`src/rtl/bcd_timer_pkg.sv`:
```
`default_nettype none
// ============================================================================
// Module      : bcd_timer_pkg
// Description : Shared state encoding, BCD limit and digit clamp helper for
//               the BCD down timer.
// Revision    : 1.0 - initial release
// ============================================================================
package bcd_timer_pkg;

    typedef enum logic [1:0] {
        ST_IDLE  = 2'd0,
        ST_RUN   = 2'd1,
        ST_PAUSE = 2'd2,
        ST_DONE  = 2'd3
    } bcd_state_e;

    localparam logic [3:0] BCD_MAX = 4'd9;

    function automatic logic [3:0] bcd_clamp(input logic [3:0] d);
        return (d > BCD_MAX) ? BCD_MAX : d;
    endfunction

endpackage
`default_nettype wire

```
`src/rtl/bcd_digit_dn.sv`:
```
`default_nettype none
// ============================================================================
// Module      : bcd_digit_dn
// Description : One BCD decade of a down counter with load and borrow chain.
// Revision    : 1.0 - initial release
// ============================================================================
module bcd_digit_dn
    import bcd_timer_pkg::*;
(
    input  logic       clk,
    input  logic       rst,
    input  logic       ld,
    input  logic [3:0] ld_val,
    input  logic       dec,
    input  logic       bin,
    output logic [3:0] q,
    output logic       bout
);

    // Borrow ripples only through digits that are already zero.
    assign bout = bin && (q == 4'd0);

    always_ff @(posedge clk or posedge rst) begin
        if (rst) begin
            q <= 4'd0;
        end else if (ld) begin
            q <= ld_val;
        end else if (dec && bin) begin
            q <= (q == 4'd0) ? BCD_MAX : (q - 4'd1);
        end
    end

endmodule
`default_nettype wire

```
`src/rtl/bcd_down_timer.sv`:
```
`default_nettype none
// ============================================================================
// Module      : bcd_down_timer
// Description : Cascaded BCD down timer with load/start/pause handshakes.
//               Define BCD_TIMER_AUTO_RELOAD_EN to reload on terminal count.
// Revision    : 1.0 - initial release
// ============================================================================
module bcd_down_timer
    import bcd_timer_pkg::*;
#(
    parameter int DIGITS = 2
) (
    input  logic                clk,
    input  logic                rst,
    input  logic                en,
    input  logic                load,
    input  logic                start,
    input  logic [4*DIGITS-1:0] data,
    output logic [4*DIGITS-1:0] dout,
    output logic                bout,
    output logic                done,
    output logic                busy
);

    localparam logic [1:0] c_ST_IDLE  = ST_IDLE;
    localparam logic [1:0] c_ST_RUN   = ST_RUN;
    localparam logic [1:0] c_ST_PAUSE = ST_PAUSE;
    localparam logic [1:0] c_ST_DONE  = ST_DONE;

    logic [1:0]          r_state;
    logic [1:0]          w_state_nxt;
    logic [4*DIGITS-1:0] r_reload;
    logic [4*DIGITS-1:0] w_data_clamp;
    logic [4*DIGITS-1:0] w_ld_val;
    logic [DIGITS:0]     w_borrow;
    logic                w_zero;
    logic                w_data_nz;
    logic                w_terminal;
    logic                w_reload_hit;
    logic                w_dec;
    logic                w_ld;
    logic                r_bout;
    logic                r_done;
    logic                r_busy;

    generate
        for (genvar gi = 0; gi < DIGITS; gi++) begin : g_clamp
            assign w_data_clamp[4*gi +: 4] = bcd_clamp(data[4*gi +: 4]);
        end
    endgenerate

    // The borrow out of the top decade is set only when every digit is zero.
    assign w_zero     = w_borrow[DIGITS];
    assign w_data_nz  = |w_data_clamp;
    assign w_terminal = !load && (r_state == c_ST_RUN) && en && w_zero;
    assign w_dec      = !load && (r_state == c_ST_RUN) && en && !w_zero;

`ifdef BCD_TIMER_AUTO_RELOAD_EN
    assign w_reload_hit = w_terminal;
`else
    assign w_reload_hit = 1'b0;
`endif

    assign w_ld     = load || w_reload_hit;
    assign w_ld_val = load ? w_data_clamp : r_reload;

    always_comb begin
        w_state_nxt = r_state;
        if (load) begin
            w_state_nxt = (start && w_data_nz) ? c_ST_RUN : c_ST_IDLE;
        end else begin
            case (r_state)
                c_ST_IDLE:  if (start && !w_zero) w_state_nxt = c_ST_RUN;
                c_ST_RUN: begin
                    if (!en) begin
                        w_state_nxt = c_ST_PAUSE;
                    end else if (w_zero) begin
`ifdef BCD_TIMER_AUTO_RELOAD_EN
                        w_state_nxt = (r_reload == '0) ? c_ST_IDLE : c_ST_RUN;
`else
                        w_state_nxt = c_ST_DONE;
`endif
                    end
                end
                c_ST_PAUSE: if (en) w_state_nxt = c_ST_RUN;
                c_ST_DONE:  if (start && !w_zero) w_state_nxt = c_ST_RUN;
                default:    w_state_nxt = c_ST_IDLE;
            endcase
        end
    end

    always_ff @(posedge clk or posedge rst) begin
        if (rst) begin
            r_state  <= c_ST_IDLE;
            r_reload <= '0;
            r_bout   <= 1'b0;
            r_done   <= 1'b0;
            r_busy   <= 1'b0;
        end else begin
            r_state <= w_state_nxt;
            if (load) begin
                r_reload <= w_data_clamp;
            end
            r_bout <= w_terminal;
`ifdef BCD_TIMER_AUTO_RELOAD_EN
            r_done <= w_terminal;
`else
            r_done <= (w_state_nxt == c_ST_DONE);
`endif
            r_busy <= (w_state_nxt == c_ST_RUN) || (w_state_nxt == c_ST_PAUSE);
        end
    end

    assign w_borrow[0] = 1'b1;

    generate
        for (genvar gi = 0; gi < DIGITS; gi++) begin : g_digit
            bcd_digit_dn u_digit (
                .clk    (clk),
                .rst    (rst),
                .ld     (w_ld),
                .ld_val (w_ld_val[4*gi +: 4]),
                .dec    (w_dec),
                .bin    (w_borrow[gi]),
                .q      (dout[4*gi +: 4]),
                .bout   (w_borrow[gi+1])
            );
        end
    endgenerate

    assign bout = r_bout;
    assign done = r_done;
    assign busy = r_busy;

endmodule
`default_nettype wire

```
`config.mk`:
```
export PLATFORM = sky130hd
export DESIGN_NAME = bcd_down_timer
export DESIGN_NICKNAME = d
export VERILOG_FILES = /design/src/rtl/bcd_timer_pkg.sv /design/src/rtl/bcd_digit_dn.sv /design/src/rtl/bcd_down_timer.sv
export SDC_FILE = /design/constraint.sdc
export NUM_CORES = 1
export LEC_CHECK = 0
export ABC_AREA = 1
export CAP_MARGIN = 20
export CORE_MARGIN = 2
export CORE_UTILIZATION = 50
export CTS_CLUSTER_DIAMETER = 30
export DETAILED_ROUTE_END_ITERATION = 8
export GPL_TIMING_DRIVEN = 0
export HOLD_SLACK_MARGIN = 0.06
export PLACE_DENSITY_LB_ADDON = 0.3
export SLEW_MARGIN = 20
export SYNTH_ARGS = -nofsm -noshare
export SYNTH_HDL_FRONTEND = slang
export SYNTH_SLANG_ARGS = --single-unit
```
`constraint.sdc`:
```
create_clock -name clk -period 4.3 [get_ports clk]
set_input_delay 0.645 -clock clk [delete_from_list [all_inputs] [get_ports clk]]
set_output_delay 0.645 -clock clk [all_outputs]
set_load 0.02 [all_outputs]
```
* Word level (Yosys, flattened, before mapping)
Cells that the tools add are included.
** Storage, ports and cells
- Output and inout port bits :: 11
- Memory bits (read-only) :: 0
- Memories :: 0
- Memory bits (writable) :: 0
- Bits in registers :: 13
- Bits in latches :: 0
- Word-level logic and storage cells :: 49
- Input bits :: 13
** Operators by class
- Order comparisons :: 2
- Shift-type cells :: 0
- Bitwise operators :: 0
- Reductions and logical operators :: 18
- Mux-type cells :: 15
- $mul :: 0
- Divide/modulo/power cells :: 0
- Equal/unequal tests :: 6
- $add $sub $neg :: 2
** Operators by type and width (number)
- $mux 4 :: 8
- $mux 2 :: 5
- $eq 2x2->1 const B :: 4
- $gt 4x4->1 const B :: 2
- $logic_and 1x1->1 :: 8
- $logic_not 4->1 :: 2
- $reduce_or 8->1 :: 1
- $sub 4x1->4 const B :: 2
- $pmux 2 s3 :: 1
- $eq 2x1->1 const B :: 2
- $reduce_bool 2->1 :: 2
- $logic_not 1->1 :: 2
- $logic_not 2->1 :: 1
- $reduce_or 2->1 :: 1
- $logic_or 1x1->1 :: 1
- $mux 1 :: 1

* Logic depth before layout (Yosys ltp)
Gate-level depths: netlist (run 1).
- Depth in word-level cells :: 9
- Mapped depth :: 9
- Mapped depth without buffers :: 9

* Hierarchy
From an unflattened synthesis (run 1), not the netlist that was laid out.
** Second synthesis, totals
- Cell total of the unflattened synthesis :: 160
- Area, all modules :: 1172.4 um2
** By module, submodules not included
- bcd_down_timer :: cells each 78, area each 644.4 um2, instances 1, sequential area each 325.3 um2
- bcd_digit_dn :: cells each 41, area each 264.0 um2, instances 2, sequential area each 100.1 um2

* Worst setup path after synthesis (run 1)
Ideal clock, no wire load.
- Kind :: register to register
- Start point :: register g_digit[0].u_digit.q[0]
- End point :: register r_busy, in the netlist busy
- Required time :: 4.174 ns
- Setup time :: 0.126 ns
- Path buffers :: 0
- Clock period less this slack :: 1.578 ns
- Setup slack :: 2.722 ns
- Arrival :: 1.452 ns
- Cell stages (with the launch flop) :: 10
- Cells stage by stage :: dfrtp_1 nor2_4 nand2_4 nor2_8 o21ai_1 nand2_1 nand2_1 nand2_1 nand2_1 ha_1
** Between the ends
- Longest elaborated chain between the ends :: 9
- Elaborated cells between the ends (all ways) :: 12
- Those cells by class :: eq/ne (2); mux (5); reduce/logical (5)
** Ends and longest elaborated chain
- start: declaration :: line bcd_digit_dn.sv:16 : output logic [3:0] q,
- start signal: assignment :: line bcd_digit_dn.sv:27 : q <= ld_val;
- start signal: assignment :: line bcd_digit_dn.sv:29 : q <= (q == 4'd0) ? BCD_MAX : (q - 4'd1);
- $logic_not 4->1 (*) :: line bcd_digit_dn.sv:21 : assign bout = bin && (q == 4'd0);
- $logic_and 1x1->1 (*) :: line bcd_digit_dn.sv:21
- $logic_not 1->1 :: line bcd_down_timer.sv:73, bcd_down_timer.sv:86
- $logic_and 1x1->1 :: line bcd_down_timer.sv:73, bcd_down_timer.sv:86
- $mux 2 :: line bcd_down_timer.sv:73, bcd_down_timer.sv:86
- $pmux 2 s3 (*) :: line bcd_down_timer.sv:72 : case (r_state)
- $mux 2 (*) :: line bcd_down_timer.sv:69 : if (load) begin
- net w_state_nxt[0] :: line bcd_down_timer.sv:31 : logic [1:0] w_state_nxt;
- $eq 2x1->1 / $eq 2x2->1 (equally long branches) :: line bcd_down_timer.sv:110 : r_busy <= (w_state_nxt == c_ST_RUN) || (w_state_nxt == c_ST_PAUSE);
- $logic_or 1x1->1 (*) :: line bcd_down_timer.sv:110
- end signal: assignment :: line bcd_down_timer.sv:110
- end: declaration :: line bcd_down_timer.sv:44 : logic r_busy;
Mark *: on every way through the listed nets, which the timed path passes. The rest lies on a longest branch.
A chain may end at the register's enable or synchronous reset.

* Worst setup path after layout (run 1)
- Start point :: register g_digit[0].u_digit.q[0]
- End point :: output port dout[0]
** RTL lines
- end: declaration :: line bcd_down_timer.sv:19 : output logic [4*DIGITS-1:0] dout,
No word-level cell between the ends.

==> results_dict.tcl, run 1 <==
set metrics [dict create \
    crit_path_start "g_digit[0].u_digit.q[0]" \
    die_area_sq_mm 0.002064 \
    dpl.hpwl_mm 1.655 \
    combPwrFrac_pct 44.9 \
    cts_tree "done" \
    seq_power_share_pct 37.8 \
    drt_iter0_drc 25 \
    synth_top_area_share_pct 37.90 \
    hold_viol 0 \
    critPathMaxFanout 5 \
    min_from "g_digit[1].u_digit.q[2]" \
    pin_count 24 \
    dpl.cell_count 149 \
    final_common_cell "nand2_1" \
    die_h_um 45.43 \
    setup_viol 0 \
    path_cells "clkdlybuf4s50_1" \
    overflow 0 \
    setup-tns-final_ns 0 \
    gp_congestion 0.8563 \
    fin_skew_ns 0.005411 \
    setup_ws_ns 2.246 \
    grt_max_degree 14 \
    drive_gt1_share_pct 9.489 \
    syn_area_sq_um 858.3 \
    tightest_slew_ns 0.4971 \
    synth-seq-area-share_pct 37.90 \
    routed-wl-met2_mm 1.085 \
    crit_arrival_ns 1.41 \
    fin_crit_sh_pct 47.77 \
    core_area_sq_mm 0.001559 \
    wl_met1_um 852 \
    syn_avg_cell_area_sq_um 7.803 \
    min_period_ns 2.054 \
    max_stage_delay_ns 0.65 \
    clkPwrFrac_pct 17.3 \
    internal-power_uw 267.7 \
    antenna_found_initial 0 \
    cts-root-buf "clkbuf_4" \
    ys.warnings.count 0 \
    std_cell_rows 14 \
    min_path_type "flop to flop" \
    insertion_delay_ns 0.28 \
    cap_viol_max_count 0 \
    wl_mm 2.118 \
    critical-path-slowest-cell "clkdlybuf4s50_1" \
    synth_top_area_cell "dfrtp_1" \
    detail_route.first_pass.iterations 4 \
    grt_pass1_wl_mm 3.629 \
    swShare_pct 40.98 \
    fmax_ghz 0.4868 \
    nNetsFinal 155 \
    ys_seq_elements 13 \
    ir_drop_v 0.0003162 \
    instances_no_fill 153 \
    drc 0 \
    leakage_uw 0.0005755 \
    start_util_pct 55.06 \
    layout_common_cells "30 x nand2_1, 23 x clkdlybuf4s50_1, 13 x dfrtp_1" \
    fp.dieW_um 45.43 \
    r2r-start "g_digit[1].u_digit.q[2]" \
    numCtsBuffers 3 \
    ys_types 24 \
    yosys-top-cells-area "dfrtp_1 38%, nand2_1 13%, o21ai_1 6.4%" \
    p_sw_uw 185.8 \
    ant_nets 0 \
    critPathRequiredTime_ns 3.65 \
    clk_pin_slew_ns 0.08 \
    slew_headroom_pct 66.82 \
    clockBufferDepth 2 \
    place_ws_ns 2.091 \
    grt_pass1_vias 848 \
    syn_to_final_growth_pct 32.22 \
    n_antenna_cell 0 \
    powerDensity_mw_per_mm2 399.6 \
    path_class "flop to output pin" \
    cts_resized 0 \
    p_total_uw 453.5 \
    h-tree-depth 1 \
    crit_path_start_kind "flop" \
    track_usage_pct 25.35 \
    vias_per_cell 5.641 \
    status "finished clean" \
    top_layer "met4" \
    post_cts_buffers 0 \
    critPathTopFamily "buffers and inverters" \
    vias 863 \
    ctsHoldBuffers 0 \
    path_buf_inv 1 \
    cts.sinks 13 \
    wl_per_cell_um 13.84 \
    synthCells 110 \
    wl_met3_um 137 \
    portBuffers 23 \
    fin_util_pct 72.79 \
    endpoint_kind "output pin" \
    drv_slew 0 \
    syn_nets 127 \
    rsz0062_at_grt "false" \
]
==> worst reg2reg max path: stages (launching register included) <==
cell,delay (ns)
dfrtp_1,0.41
nor2_1,0.27
nand2_4,0.13
nor2_8,0.13
o21ai_1,0.07
nand2_1,0.07
nand2_1,0.05
nor2_1,0.17
ha_1,0.27
==> layer usage <==
metal | vias up | global-route usage (%)
met5 | - | 0
met4 | 0 | 17.65
met3 | 6 | 4.365
met2 | 36 | 41.41
met1 | 397 | 29.87
li1 | 424 | -
==> cell type report <==
class / instances / area (sq um)
inverters: 13 / 48.80
clock buffers: 4 / 26.28
fillers: 132 / 424.2
flip-flops and latches: 13 / 325.3
multi-input cells: 83 / 473.0
plain buffers: 1 / 11.26
well taps: 16 / 20.02
repair buffers: 23 / 230.2
==> state kept, by name (all words and copies together) (netlist names) <==
name and count:
g_digit.u_digit.q 8, busy 1, done 1, r_state 2, bout 1
==> cell families after synthesis <==
group,synth area share [%]
and+or+nand+nor,32.36
AOI/OAI and AO/OA,15.89
buffers and inverters,6.996
DFF,37.90
adders and majority gates,5.831
xor gates and xnor gates,1.021
==> cell usage after synthesis (all sizes together) <==
cell type / number
nor2: 12
ha: 4
dfrtp: 13
a22oi: 2
a21oi: 4
o21ai: 15
a21o: 1
nor4: 4
nand4: 2
xor2: 1
nand3: 2
nand2: 32
nor3: 3
inv: 13
o211ai: 1
buf: 1
==> power by group through the flow <==
stage                     Combinational (uW)  Clock, uW  Sequential [uW]
after detailed placement                 203          0              174
after global placement                   194          0              172
after floorplan                          102          0              195
final                                    204       78.2              171
after CTS                                204       80.9              172
after global routing                     221       83.7              176
==> path summary, 6_finish.rpt <==
| kind | cells after the start | slack, ns | to |
|---|---|---|---|
| min reg2reg | 2 | 0.60 | g_digit[1].u_digit.q[2] |
| max in group asynchronous | 2 | 3.28 | r_state[1] |
| min in group asynchronous | 2 | 0.68 | r_state[0] |
| min | 2 | 0.60 | g_digit[1].u_digit.q[2] |
| max | 1 | 2.25 | dout[0] |
| max reg2reg | 8 | 2.61 | busy |
==> through the flow <==
stage | hold slack, ns | area [sq um]
2_1_floorplan | 0.5220 | 858.3
3_3_place_gp | 0.5641 | 1109
3_5_place_dp | 0.5884 | 1109
4_1_cts | 0.6013 | 1135
5_1_grt | 0.6320 | 1135
6_report | 0.5972 | 1135
Power figures use the tool's default switching activity.
==> run 2: changes to the inputs <==
--- a/config.mk
+++ b/config.mk
@@ -7,8 +7,9 @@
 export LEC_CHECK = 0
 export ABC_AREA = 1
 export CAP_MARGIN = 20
+export CORE_ASPECT_RATIO = 1.4
 export CORE_MARGIN = 2
-export CORE_UTILIZATION = 50
+export CORE_UTILIZATION = 46
 export CTS_CLUSTER_DIAMETER = 30
 export DETAILED_ROUTE_END_ITERATION = 8
 export GPL_TIMING_DRIVEN = 0
==> constraint.sdc (replaced) <==
create_clock -name clk -period 1.9 [get_ports clk]
set_input_delay 0.285 -clock clk [delete_from_list [all_inputs] [get_ports clk]]
set_output_delay 0.285 -clock clk [all_outputs]
set_load 0.02 [all_outputs]
==> run 2 against run 1 <==
Against the previous run:
- global-route usage is 0.66 points lower
- non-clock buffer count stayed put
- register-to-register slack worse by 2.3 ns
- sequential cell count stayed put
- sequential share of layout area is 0.13 points lower
- highest routed layer unchanged
==> results_dict.tcl, run 2 (same netlist as run 1, synthesis figures left out) <==
set metrics [dict create \
    slew_headroom_pct 66.10 \
    cts_tree "done" \
    crit_end "dout[4]" \
    powerDensity_mw_per_mm2 893.7 \
    path_cells "clkdlybuf4s50_1" \
    drt_iter0_drc 22 \
    cts_resized 0 \
    syn_to_final_growth_pct 32.80 \
    cp.depth 1 \
    drv_slew 0 \
    fp.dieW_um 40.51 \
    start_util_pct 48.86 \
    cap_viol_max_count 0 \
    min_period_ns 1.696 \
    hold_viol 0 \
    vias 861 \
    drive_gt1_share_pct 9.489 \
    clockBufferDepth 2 \
    crit_arrival_ns 1.41 \
    n_antenna_cell 0 \
    numCtsBuffers 3 \
    routed-wl-met2_mm 1.067 \
    critical-path-slowest-cell "clkdlybuf4s50_1" \
    wl_mm 2.072 \
    path_class "flop to output pin" \
    portBuffers 23 \
    top_regs "g_digit.u_digit.q (8), r_state (2)" \
    setup_viol 0 \
    top_layer "met4" \
    grt_max_degree 14 \
    endpoint_kind "output pin" \
    wl_met1_um 851 \
    status "finished clean" \
    vias_per_cell 5.484 \
    post_cts_buffers 0 \
    fin_crit_sh_pct 89.25 \
    grt_pass1_wl_mm 3.677 \
    pin_count 24 \
    max_stage_delay_ns 0.65 \
    setup-tns-final_ns 0 \
    core_area_sq_mm 0.001757 \
    crit_path_start_kind "flop" \
    dpl.hpwl_mm 1.567 \
    wl_per_cell_um 13.20 \
    fin_skew_ns 0.001455 \
    ctsHoldBuffers 0 \
    ant_nets 0 \
    largest_register_ffs 8 \
    cts-root-buf "clkbuf_4" \
    grt_pass1_vias 827 \
    worstRegToRegCells 9 \
    critPathTopFamily "buffers and inverters" \
    reg2reg_slack_ns 0.26 \
    path_buf_inv 1 \
    antenna_found_initial 0 \
    leakage_uw 0.0005755 \
    die_h_um 55.11 \
    critPathMaxFanout 7 \
    std_cell_rows 18 \
    rsz0062_at_grt "false" \
    crit_path_start "g_digit[1].u_digit.q[0]" \
    overflow 0 \
    final_common_cell "nand2_1" \
    drc 0 \
    ir_drop_v 0.0005688 \
    insertion_delay_ns 0.28 \
    nNetsFinal 155 \
    clk_pin_slew_ns 0.08 \
    fin_util_pct 64.89 \
    cts.sinks 13 \
    r2r-start "g_digit[0].u_digit.q[2]" \
    wl_met3_um 116 \
    r2r_end "busy" \
    min_path_type "primary input to asynchronous set/reset pin" \
    regMostFlops "g_digit.u_digit.q" \
    layout_common_cells "30 x nand2_1, 23 x clkdlybuf4s50_1, 13 x dfrtp_1" \
    h-tree-depth 1 \
    tightest_slew_ns 0.5079 \
    detail_route.first_pass.iterations 4 \
    fmax_ghz 0.5897 \
    critPathRequiredTime_ns 1.62 \
    gp_congestion 0.8049 \
    die_area_sq_mm 0.002232 \
    track_usage_pct 24.70 \
]
==> run 2: routing by layer <==
layer | GRT usage, % | vias up
met4 | 11.11 | 0
met1 | 29.92 | 404
met5 | 0 | -
met2 | 41.53 | 30
met3 | 4.000 | 5
li1 | - | 422
==> run 2: area by class of cell <==
type,count,area [sq um]
inverter,13,48.80
fill,162,616.8
buffer,1,11.26
tap,20,25.02
sequential,13,325.3
clock buffer,4,26.28
multi-input combinational,83,473.0
timing repair buffer,23,230.2
==> run 2: per-stage QoR <==
step           cell area, sq um  instances  setup WS, ns  hold WS (ns)  power [uW]
2_1_floorplan             858.3        110        0.3222        0.1620       671.9
3_3_place_gp               1114        153        0.1131        0.5618       829.3
3_5_place_dp               1114        153       0.09190        0.5775       848.1
4_1_cts                    1140        157        0.1831        0.3292        1029
5_1_grt                    1140        157       0.08770        0.3683        1100
6_report                   1140        157        0.2042        0.3219        1019
==> run 2: worst min path at each step <==
stage                         endpoint  cells past startpoint
2_1_floorplan                     bout                      1
3_3_place_gp   g_digit[0].u_digit.q[3]                      2
3_5_place_dp   g_digit[0].u_digit.q[3]                      2
4_1_cts                           busy                      2
5_1_grt        g_digit[0].u_digit.q[0]                      2
6_report       g_digit[0].u_digit.q[0]                      2
==> run 2: report_power, final <==
part / internal, uW / total [uW] / switching, uW
clock network: 81.6 / 175 / 92.9
registers: 328 / 386 / 58.5
logic: 196 / 458 / 262
total: 605 / 1020 / 413
==> run 3: changes to the inputs <==
--- a/config.mk
+++ b/config.mk
@@ -10,12 +10,11 @@
 export CORE_ASPECT_RATIO = 1.4
 export CORE_MARGIN = 2
 export CORE_UTILIZATION = 46
-export CTS_CLUSTER_DIAMETER = 30
+export CTS_CLUSTER_DIAMETER = 200
 export DETAILED_ROUTE_END_ITERATION = 8
 export GPL_TIMING_DRIVEN = 0
 export HOLD_SLACK_MARGIN = 0.06
 export PLACE_DENSITY_LB_ADDON = 0.3
-export SLEW_MARGIN = 20
 export SYNTH_ARGS = -nofsm -noshare
 export SYNTH_HDL_FRONTEND = slang
 export SYNTH_SLANG_ARGS = --single-unit
==> results of run 3 <==
No change in the layout: final DEF, timing and power equal those of run 2.
